### src/rtl/board_pkg.sv
// board_pkg: shared constants and types for the board RAM arbiter.
//   BOARD_BASE / BOARD_WORDS / BOARD_LIMIT : byte window of the 100-word board RAM
//   arb_state_e : arbiter FSM states
//   req_id_e    : requester identifiers
package board_pkg;

   localparam logic [31:0] BOARD_BASE  = 32'h1000;
   localparam int unsigned BOARD_WORDS = 100;
   localparam logic [31:0] BOARD_LIMIT = 32'h1190;

   typedef enum logic [2:0] {
      IDLE    = 3'd0,
      ISSUE   = 3'd1,
      CAPTURE = 3'd2,
      DONE    = 3'd3,
      CLEAR   = 3'd4
   } arb_state_e;

   typedef enum logic {
      REQ_CPU = 1'b0,
      REQ_VID = 1'b1
   } req_id_e;

endpackage

### src/rtl/board_rr_arb2.sv
// board_rr_arb2: two-way round-robin grant.
//   clk, rst     : clock, synchronous active-high reset
//   req_cpu      : CPU requester active
//   req_vid      : display requester active
//   update       : grant accepted this cycle; remember it as last grant
//   grant_valid  : at least one requester active
//   grant        : chosen requester
module board_rr_arb2
   import board_pkg::*;
(
   input  logic    clk,
   input  logic    rst,
   input  logic    req_cpu,
   input  logic    req_vid,
   input  logic    update,
   output logic    grant_valid,
   output req_id_e grant
);

   req_id_e last_grant_q;

   always_comb begin
      grant_valid = req_cpu | req_vid;
      if (req_cpu && req_vid) begin
         // Contention: favour whoever did not win last time.
         grant = (last_grant_q == REQ_CPU) ? REQ_VID : REQ_CPU;
      end else if (req_vid) begin
         grant = REQ_VID;
      end else begin
         grant = REQ_CPU;
      end
   end

   always_ff @(posedge clk) begin
      if (rst) begin
         last_grant_q <= REQ_CPU;
      end else if (update) begin
         last_grant_q <= grant;
      end
   end

endmodule

### src/rtl/board_ram_arbiter.sv
// board_ram_arbiter: shares the board RAM between the CPU load/store port and the
// display scanner, and zeroes the whole board on a clear command.
//   clk, rst                          : clock, synchronous active-high reset
//   cpu_req/we/addr/wdata             : CPU request (held until cpu_done)
//   cpu_done/rdata/err                : CPU completion pulse, read data, window miss
//   vid_req/addr                      : display read request (held until vid_done)
//   vid_done/rdata                    : display completion pulse, read data
//   clear_start/busy/done             : bulk-clear command, busy flag, end pulse
//   ram_r/w/addr/wdata, ram_rdata     : board RAM interface (read data one cycle late)
module board_ram_arbiter
   import board_pkg::*;
#(
   parameter logic [31:0] BASE_ADDR = BOARD_BASE,
   parameter int unsigned NUM_WORDS = BOARD_WORDS
) (
   input  logic        clk,
   input  logic        rst,
   input  logic        cpu_req,
   input  logic        cpu_we,
   input  logic [31:0] cpu_addr,
   input  logic [31:0] cpu_wdata,
   output logic        cpu_done,
   output logic [31:0] cpu_rdata,
   output logic        cpu_err,
   input  logic        vid_req,
   input  logic [31:0] vid_addr,
   output logic        vid_done,
   output logic [31:0] vid_rdata,
   input  logic        clear_start,
   output logic        clear_busy,
   output logic        clear_done,
   output logic        ram_r,
   output logic        ram_w,
   output logic [31:0] ram_addr,
   output logic [31:0] ram_wdata,
   input  logic [31:0] ram_rdata
);

   localparam logic [31:0] LIMIT    = BASE_ADDR + 32'(NUM_WORDS * 4);
   localparam logic [6:0]  LAST_IDX = 7'(NUM_WORDS - 1);

   arb_state_e  state_q, state_d;
   req_id_e     id_q;
   logic        we_q, miss_q;
   logic [31:0] addr_q, wdata_q;
   logic [31:0] cpu_rdata_q, vid_rdata_q;
   logic        clear_pend_q, clear_done_q;
   logic [6:0]  clr_cnt_q;

   logic        arb_valid, grant_fire, sel_we, sel_hit;
   req_id_e     arb_id;
   logic [31:0] sel_addr;

   board_rr_arb2 u_arb (
      .clk         (clk),
      .rst         (rst),
      .req_cpu     (cpu_req),
      .req_vid     (vid_req),
      .update      (grant_fire),
      .grant_valid (arb_valid),
      .grant       (arb_id)
   );

   // A pending clear outranks any request waiting in IDLE.
   assign grant_fire = (state_q == IDLE) && !clear_pend_q && arb_valid;
   assign sel_addr   = (arb_id == REQ_CPU) ? cpu_addr : vid_addr;
   assign sel_we     = (arb_id == REQ_CPU) ? cpu_we : 1'b0;
   assign sel_hit    = (sel_addr >= BASE_ADDR) && (sel_addr < LIMIT) && (sel_addr[1:0] == 2'b00);

   always_comb begin
      state_d = state_q;
      unique case (state_q)
         IDLE: begin
            if (clear_pend_q) state_d = CLEAR;
            else if (arb_valid) state_d = sel_hit ? ISSUE : DONE;
         end
         ISSUE:   state_d = we_q ? DONE : CAPTURE;
         CAPTURE: state_d = DONE;
         DONE:    state_d = IDLE;
         CLEAR:   if (clr_cnt_q == LAST_IDX) state_d = IDLE;
         default: state_d = IDLE;
      endcase
   end

   always_ff @(posedge clk) begin
      if (rst) begin
         state_q      <= IDLE;
         id_q         <= REQ_CPU;
         we_q         <= 1'b0;
         miss_q       <= 1'b0;
         addr_q       <= '0;
         wdata_q      <= '0;
         cpu_rdata_q  <= '0;
         vid_rdata_q  <= '0;
         clear_pend_q <= 1'b0;
         clear_done_q <= 1'b0;
         clr_cnt_q    <= '0;
      end else begin
         state_q      <= state_d;
         clear_done_q <= (state_q == CLEAR) && (clr_cnt_q == LAST_IDX);

         if (state_q == IDLE && clear_pend_q) begin
            clear_pend_q <= 1'b0;
         end else if (clear_start && !clear_busy) begin
            clear_pend_q <= 1'b1;
         end

         if (state_q == CLEAR) begin
            clr_cnt_q <= (clr_cnt_q == LAST_IDX) ? 7'd0 : clr_cnt_q + 7'd1;
         end

         if (grant_fire) begin
            id_q    <= arb_id;
            we_q    <= sel_we;
            addr_q  <= sel_addr;
            wdata_q <= cpu_wdata;
            miss_q  <= !sel_hit;
            // A miss completes next cycle, so the zeroed read data lands with done.
            if (!sel_hit) begin
               if (arb_id == REQ_CPU) cpu_rdata_q <= '0;
               else vid_rdata_q <= '0;
            end
         end

         if (state_q == CAPTURE) begin
            if (id_q == REQ_CPU) cpu_rdata_q <= ram_rdata;
            else vid_rdata_q <= ram_rdata;
         end
      end
   end

   always_comb begin
      ram_r     = 1'b0;
      ram_w     = 1'b0;
      ram_addr  = '0;
      ram_wdata = '0;
      if (state_q == ISSUE) begin
         ram_addr = addr_q;
         if (we_q) begin
            ram_w     = 1'b1;
            ram_wdata = wdata_q;
         end else begin
            ram_r = 1'b1;
         end
      end else if (state_q == CLEAR) begin
         ram_w    = 1'b1;
         ram_addr = BASE_ADDR + {23'd0, clr_cnt_q, 2'b00};
      end
   end

   assign cpu_done   = (state_q == DONE) && (id_q == REQ_CPU);
   assign vid_done   = (state_q == DONE) && (id_q == REQ_VID);
   assign cpu_err    = cpu_done && miss_q;
   assign cpu_rdata  = cpu_rdata_q;
   assign vid_rdata  = vid_rdata_q;
   assign clear_busy = clear_pend_q || (state_q == CLEAR);
   assign clear_done = clear_done_q;

endmodule
### config.mk
export PLATFORM = sky130hd
export DESIGN_NAME = board_ram_arbiter
export DESIGN_NICKNAME = d
export VERILOG_FILES = /design/src/rtl/board_pkg.sv /design/src/rtl/board_rr_arb2.sv /design/src/rtl/board_ram_arbiter.sv
export SDC_FILE = /design/constraint.sdc
export NUM_CORES = 1
export LEC_CHECK = 0
export ABC_AREA = 1
export CELL_PAD_IN_SITES_DETAIL_PLACEMENT = 1
export CELL_PAD_IN_SITES_GLOBAL_PLACEMENT = 1
export CORE_ASPECT_RATIO = 0.8
export CORE_MARGIN = 2
export CORE_UTILIZATION = 30
export CTS_CLUSTER_SIZE = 8
export DETAILED_ROUTE_END_ITERATION = 10
export PLACE_DENSITY_LB_ADDON = 0.12
export SYNTH_ARGS = -nofsm -noshare
export SYNTH_HDL_FRONTEND = slang
export SYNTH_HIERARCHICAL = 1
export SYNTH_SLANG_ARGS = --single-unit
### constraint.sdc
create_clock -name clk -period 2.5 [get_ports clk]
set_clock_uncertainty 0.15 [all_clocks]
set_input_delay 0.5 -clock clk [delete_from_list [all_inputs] [get_ports clk]]
set_output_delay 0.5 -clock clk [all_outputs]
set_load 0.1 [all_outputs]
==> metrics.md <==
| Metric | Value |
|---|---|
| Grt total ovfl | 0 |
| Final core utilization | 0.5316 |
| DPL Wire Length | 17120 um |
| YS warnings | 6 |
| Post-route ant nets | 0 |
| Seq pwr share | 0.264 |
| Post-DR wirelength/cell | 16.07 um |
| Row count | 48 |
| Synth area leader | dfxtp_1 |
| Die width | approximately 170 um |
| Least-Margin Pin Slew | between 300 and 400 ps |
| Fin. max-slew vios | 0 |
| Pint | 0.006319 W |
| Post-Route WL | 24170 um |
| Pwr dens | 1095 nW/um2 |
| Post-synth top area share | 0.4301 |
| Share of cells above drive strength 1 | 0.3732 |
| R2R setup slack | 190 ps |
| Hold Vio Cnt, Final | 0 |
| Routability Congestion | 0.7884 |
| CTS root buf | clkbuf_16 |
| Nets | 1325 |
| Initial DRC count | 249 |
| Multi-input logic area | ~3400 um2 |
| Register area | 2885 um2 |
| CTS Buf Count | 17 |
| Pre-Repair DR Iteration Count | 4 |
| Die height | 137.7 um |
| CP arrival | 1780 ps |
| Final period util | 0.9719 |
| Fillcell total | 2552 |
| WP data required | 1850 ps |
| Switch Pwr | between 0.006 and 0.007 W |
| Comb power frac | 0.544 |
| Initial core utilization | 0.3083 |
| CTS Sinks | 144 |
| Avg Inst Size Synth | 7.456 um2 |
| Clock H-tree levels | 4 |
| Static leakage | 4.596 nW |
| Commonest non-fill, non-tap cell in the layout | dfxtp_1 |
| Clock Pin Slew Worst Setup and Hold Paths | 60 ps |
| Finished Layout Cells | 1504 |
| DIE AREA | approximately 24000 um2 |
| Crit path max fanout | 6 |
| Commonest cells after routing, fill and taps aside | dfxtp_1 (142), nand2_1 (136), clkdlybuf4s50_1 (132) |
| Top post-synthesis cells by area | dfxtp_1 (43%), o21ai_0 (9.2%), nand2_1 (8.1%), a21oi_2 (7.8%), inv_1 (5.8%) |
| CTS tree | built |
| Largest net degree at the start of global routing | 70 |
| Max Cap Viol | 0 |
| Antenna violations before repair | 2 |
| DRC | 0 |
| Bufs on Longest Clock Path | 2 |
| Setup TNS | 0 ps |
| Io pins | 269 |
| I/O Buffers | 268 |
| Vias | just under 7000 |
| Final setup viols | 0 |
| Seq/Total Area, Yosys | 0.4301 |
| FF+latch count, synth | 144 |
| Crit path kind | flop to primary output |
| RSZ-0062 raised after global routing | yes |
| Setup crit start kind | flop |
| Cts hold-fix bufs | 0 |
| Final min period | between 2000 and 2500 ps |
| Synth cell types | 33 |
| Overall Global Routing Usage | 0.1953 |
| Post-synthesis instance area | about 6700 um2 |
| Net Sw Frac | 0.5007 |
| Insertion delay to the later sink of the worst-skew pair | 420 ps |
| Area added between synthesis and finish | 72.43% |
| Crit. End Element | primary output |
| Slew Limit Headroom | 0.7763 |
| Post-Syn Instances | 899 |
| Vias in the first global route | between 6000 and 7000 |
| Core area | roughly 22000 um2 |
| Worst Hold Class | flop to flop |
| Global-route wire length before repair | 36040 um |
| Clock network power share | 0.191 |
| Status | complete, no violations |
| Peak VDD IR | 0.8929 mV |
| Placed cells | 1457 |
| Routed vias/inst | about 4.5 |
| Fmax | between 400 and 500 MHz |
| Syn Nets | slightly above 1000 |
[layout make-up]
| cell class | instances | share of cell area |
|---|---|---|
| inverter | 105 | 0.03627 |
| timing repair buffer | 332 | 0.3387 |
| multi-input combinational | 589 | 0.2941 |
| clock buffer | 18 | 0.03713 |
| clock inverter | 14 | 0.01061 |
| antenna | 1 | 0.0002165 |
| timing repair inverter | 1 | 0.0007578 |
| tap | 300 | 0.03248 |
| sequential | 144 | 0.2496 |
[timing repair]
action / in CTS / in global routing
setup buffers: 5 / 1
pin swaps: 2 / 13
gates resized for setup: 3 / 52
setup endpoints to repair: 79 / 118
cloned: 0 / 8
[final timing paths]
path                                                      start                      end  cells after the start
worst max register to register  u_arb/last_grant_q$_SDFFE_PP0P_  cpu_rdata[5]$_SDFF_PP0_                     15
worst min-delay path                    cpu_rdata[9]$_SDFF_PP0_  cpu_rdata[9]$_SDFF_PP0_                      2
worst min register to register          cpu_rdata[9]$_SDFF_PP0_  cpu_rdata[9]$_SDFF_PP0_                      2
worst max-delay path                    state_q[0]$_SDFFE_PP0P_             ram_wdata[1]                      6
[metal layers]
| metal | vias up | global-route usage | wire, um |
|---|---|---|---|
| met5 | - | 0 | 13 |
| met4 | 2 | 0.04849 | 258 |
| met3 | 15 | 0.05688 | 1509 |
| met2 | 169 | 0.3062 | 10860 |
| met1 | 3170 | 0.2636 | 11530 |
| li1 | 3451 | - | - |
[per-stage QoR]
stage	total power, W	cell area, um2	hold slack (ps)	worst slack, ps
after CTS	0.01253	11220	302.3	-19.24
after detailed placement	0.01000	10620	293.8	-474.6
after global placement	0.009897	10620	291.2	-420.9
after floorplan	0.008129	6880	277.4	-627.9
final	0.01265	11560	316.1	70.22
after global routing	0.01331	11560	329.6	-32.63
[power groups by stage]
stage | clock [W] | sequential (W) | combinational, W
after CTS | 0.00250 | 0.00334 | 0.00669
after global routing | 0.00258 | 0.00342 | 0.00731
after floorplan | 0 | 0.00512 | 0.00301
after global placement | 0 | 0.00336 | 0.00654
after detailed placement | 0 | 0.00337 | 0.00663
final | 0.00242 | 0.00334 | 0.00689
[synthesized netlist by cell type]
| cell | number |
|---|---|
| nand3b_1 | 1 |
| nor3b_1 | 2 |
| o21ai_1 | 2 |
| buf_2 | 7 |
| inv_4 | 1 |
| nand2_2 | 60 |
| xor2_1 | 1 |
| a21oi_2 | 60 |
| dfxtp_1 | 144 |
| nor2_2 | 2 |
| nand4_1 | 1 |
| buf_6 | 4 |
| buf_12 | 6 |
| o22ai_1 | 5 |
| nor2_1 | 84 |
| a21oi_1 | 76 |
| nand3_4 | 3 |
| inv_2 | 1 |
| nor3_1 | 6 |
| a31oi_1 | 2 |
| or2_2 | 1 |
| clkbuf_1 | 41 |
| inv_1 | 103 |
| a211oi_1 | 2 |
| o21ai_0 | 123 |
| ha_1 | 1 |
| or2_1 | 2 |
| nand2_1 | 145 |
| buf_4 | 2 |
| buf_1 | 1 |
| nor2_4 | 1 |
| nor3_2 | 1 |
| nand3_1 | 8 |
[state kept, by name (all words and copies together) (netlist names), 3 cells and up]
signal / flops
cpu_rdata: 32
clr_cnt_q: 7
state_q: 3
addr_q: 32
wdata_q: 32
vid_rdata: 32
[critical path: stages (launching register included)]
cell     delay, ps
dfxtp_2        360
inv_1           70
nor3_4         240
nand2_4        170
buf_4          200
nor2_2         130
buf_12         190
[logic make-up after synthesis]
logic type               share of synthesized area
adder cells (fa/ha/maj)                   0.001866
AND/OR/NAND/NOR                             0.2147
flip-flops                                  0.4301
XOR/XNOR                                  0.001307
buffers and inverters                       0.1148
AO/OA/AOI/OAI                               0.2373
No activity file was read; power rests on OpenSTA's default activity.
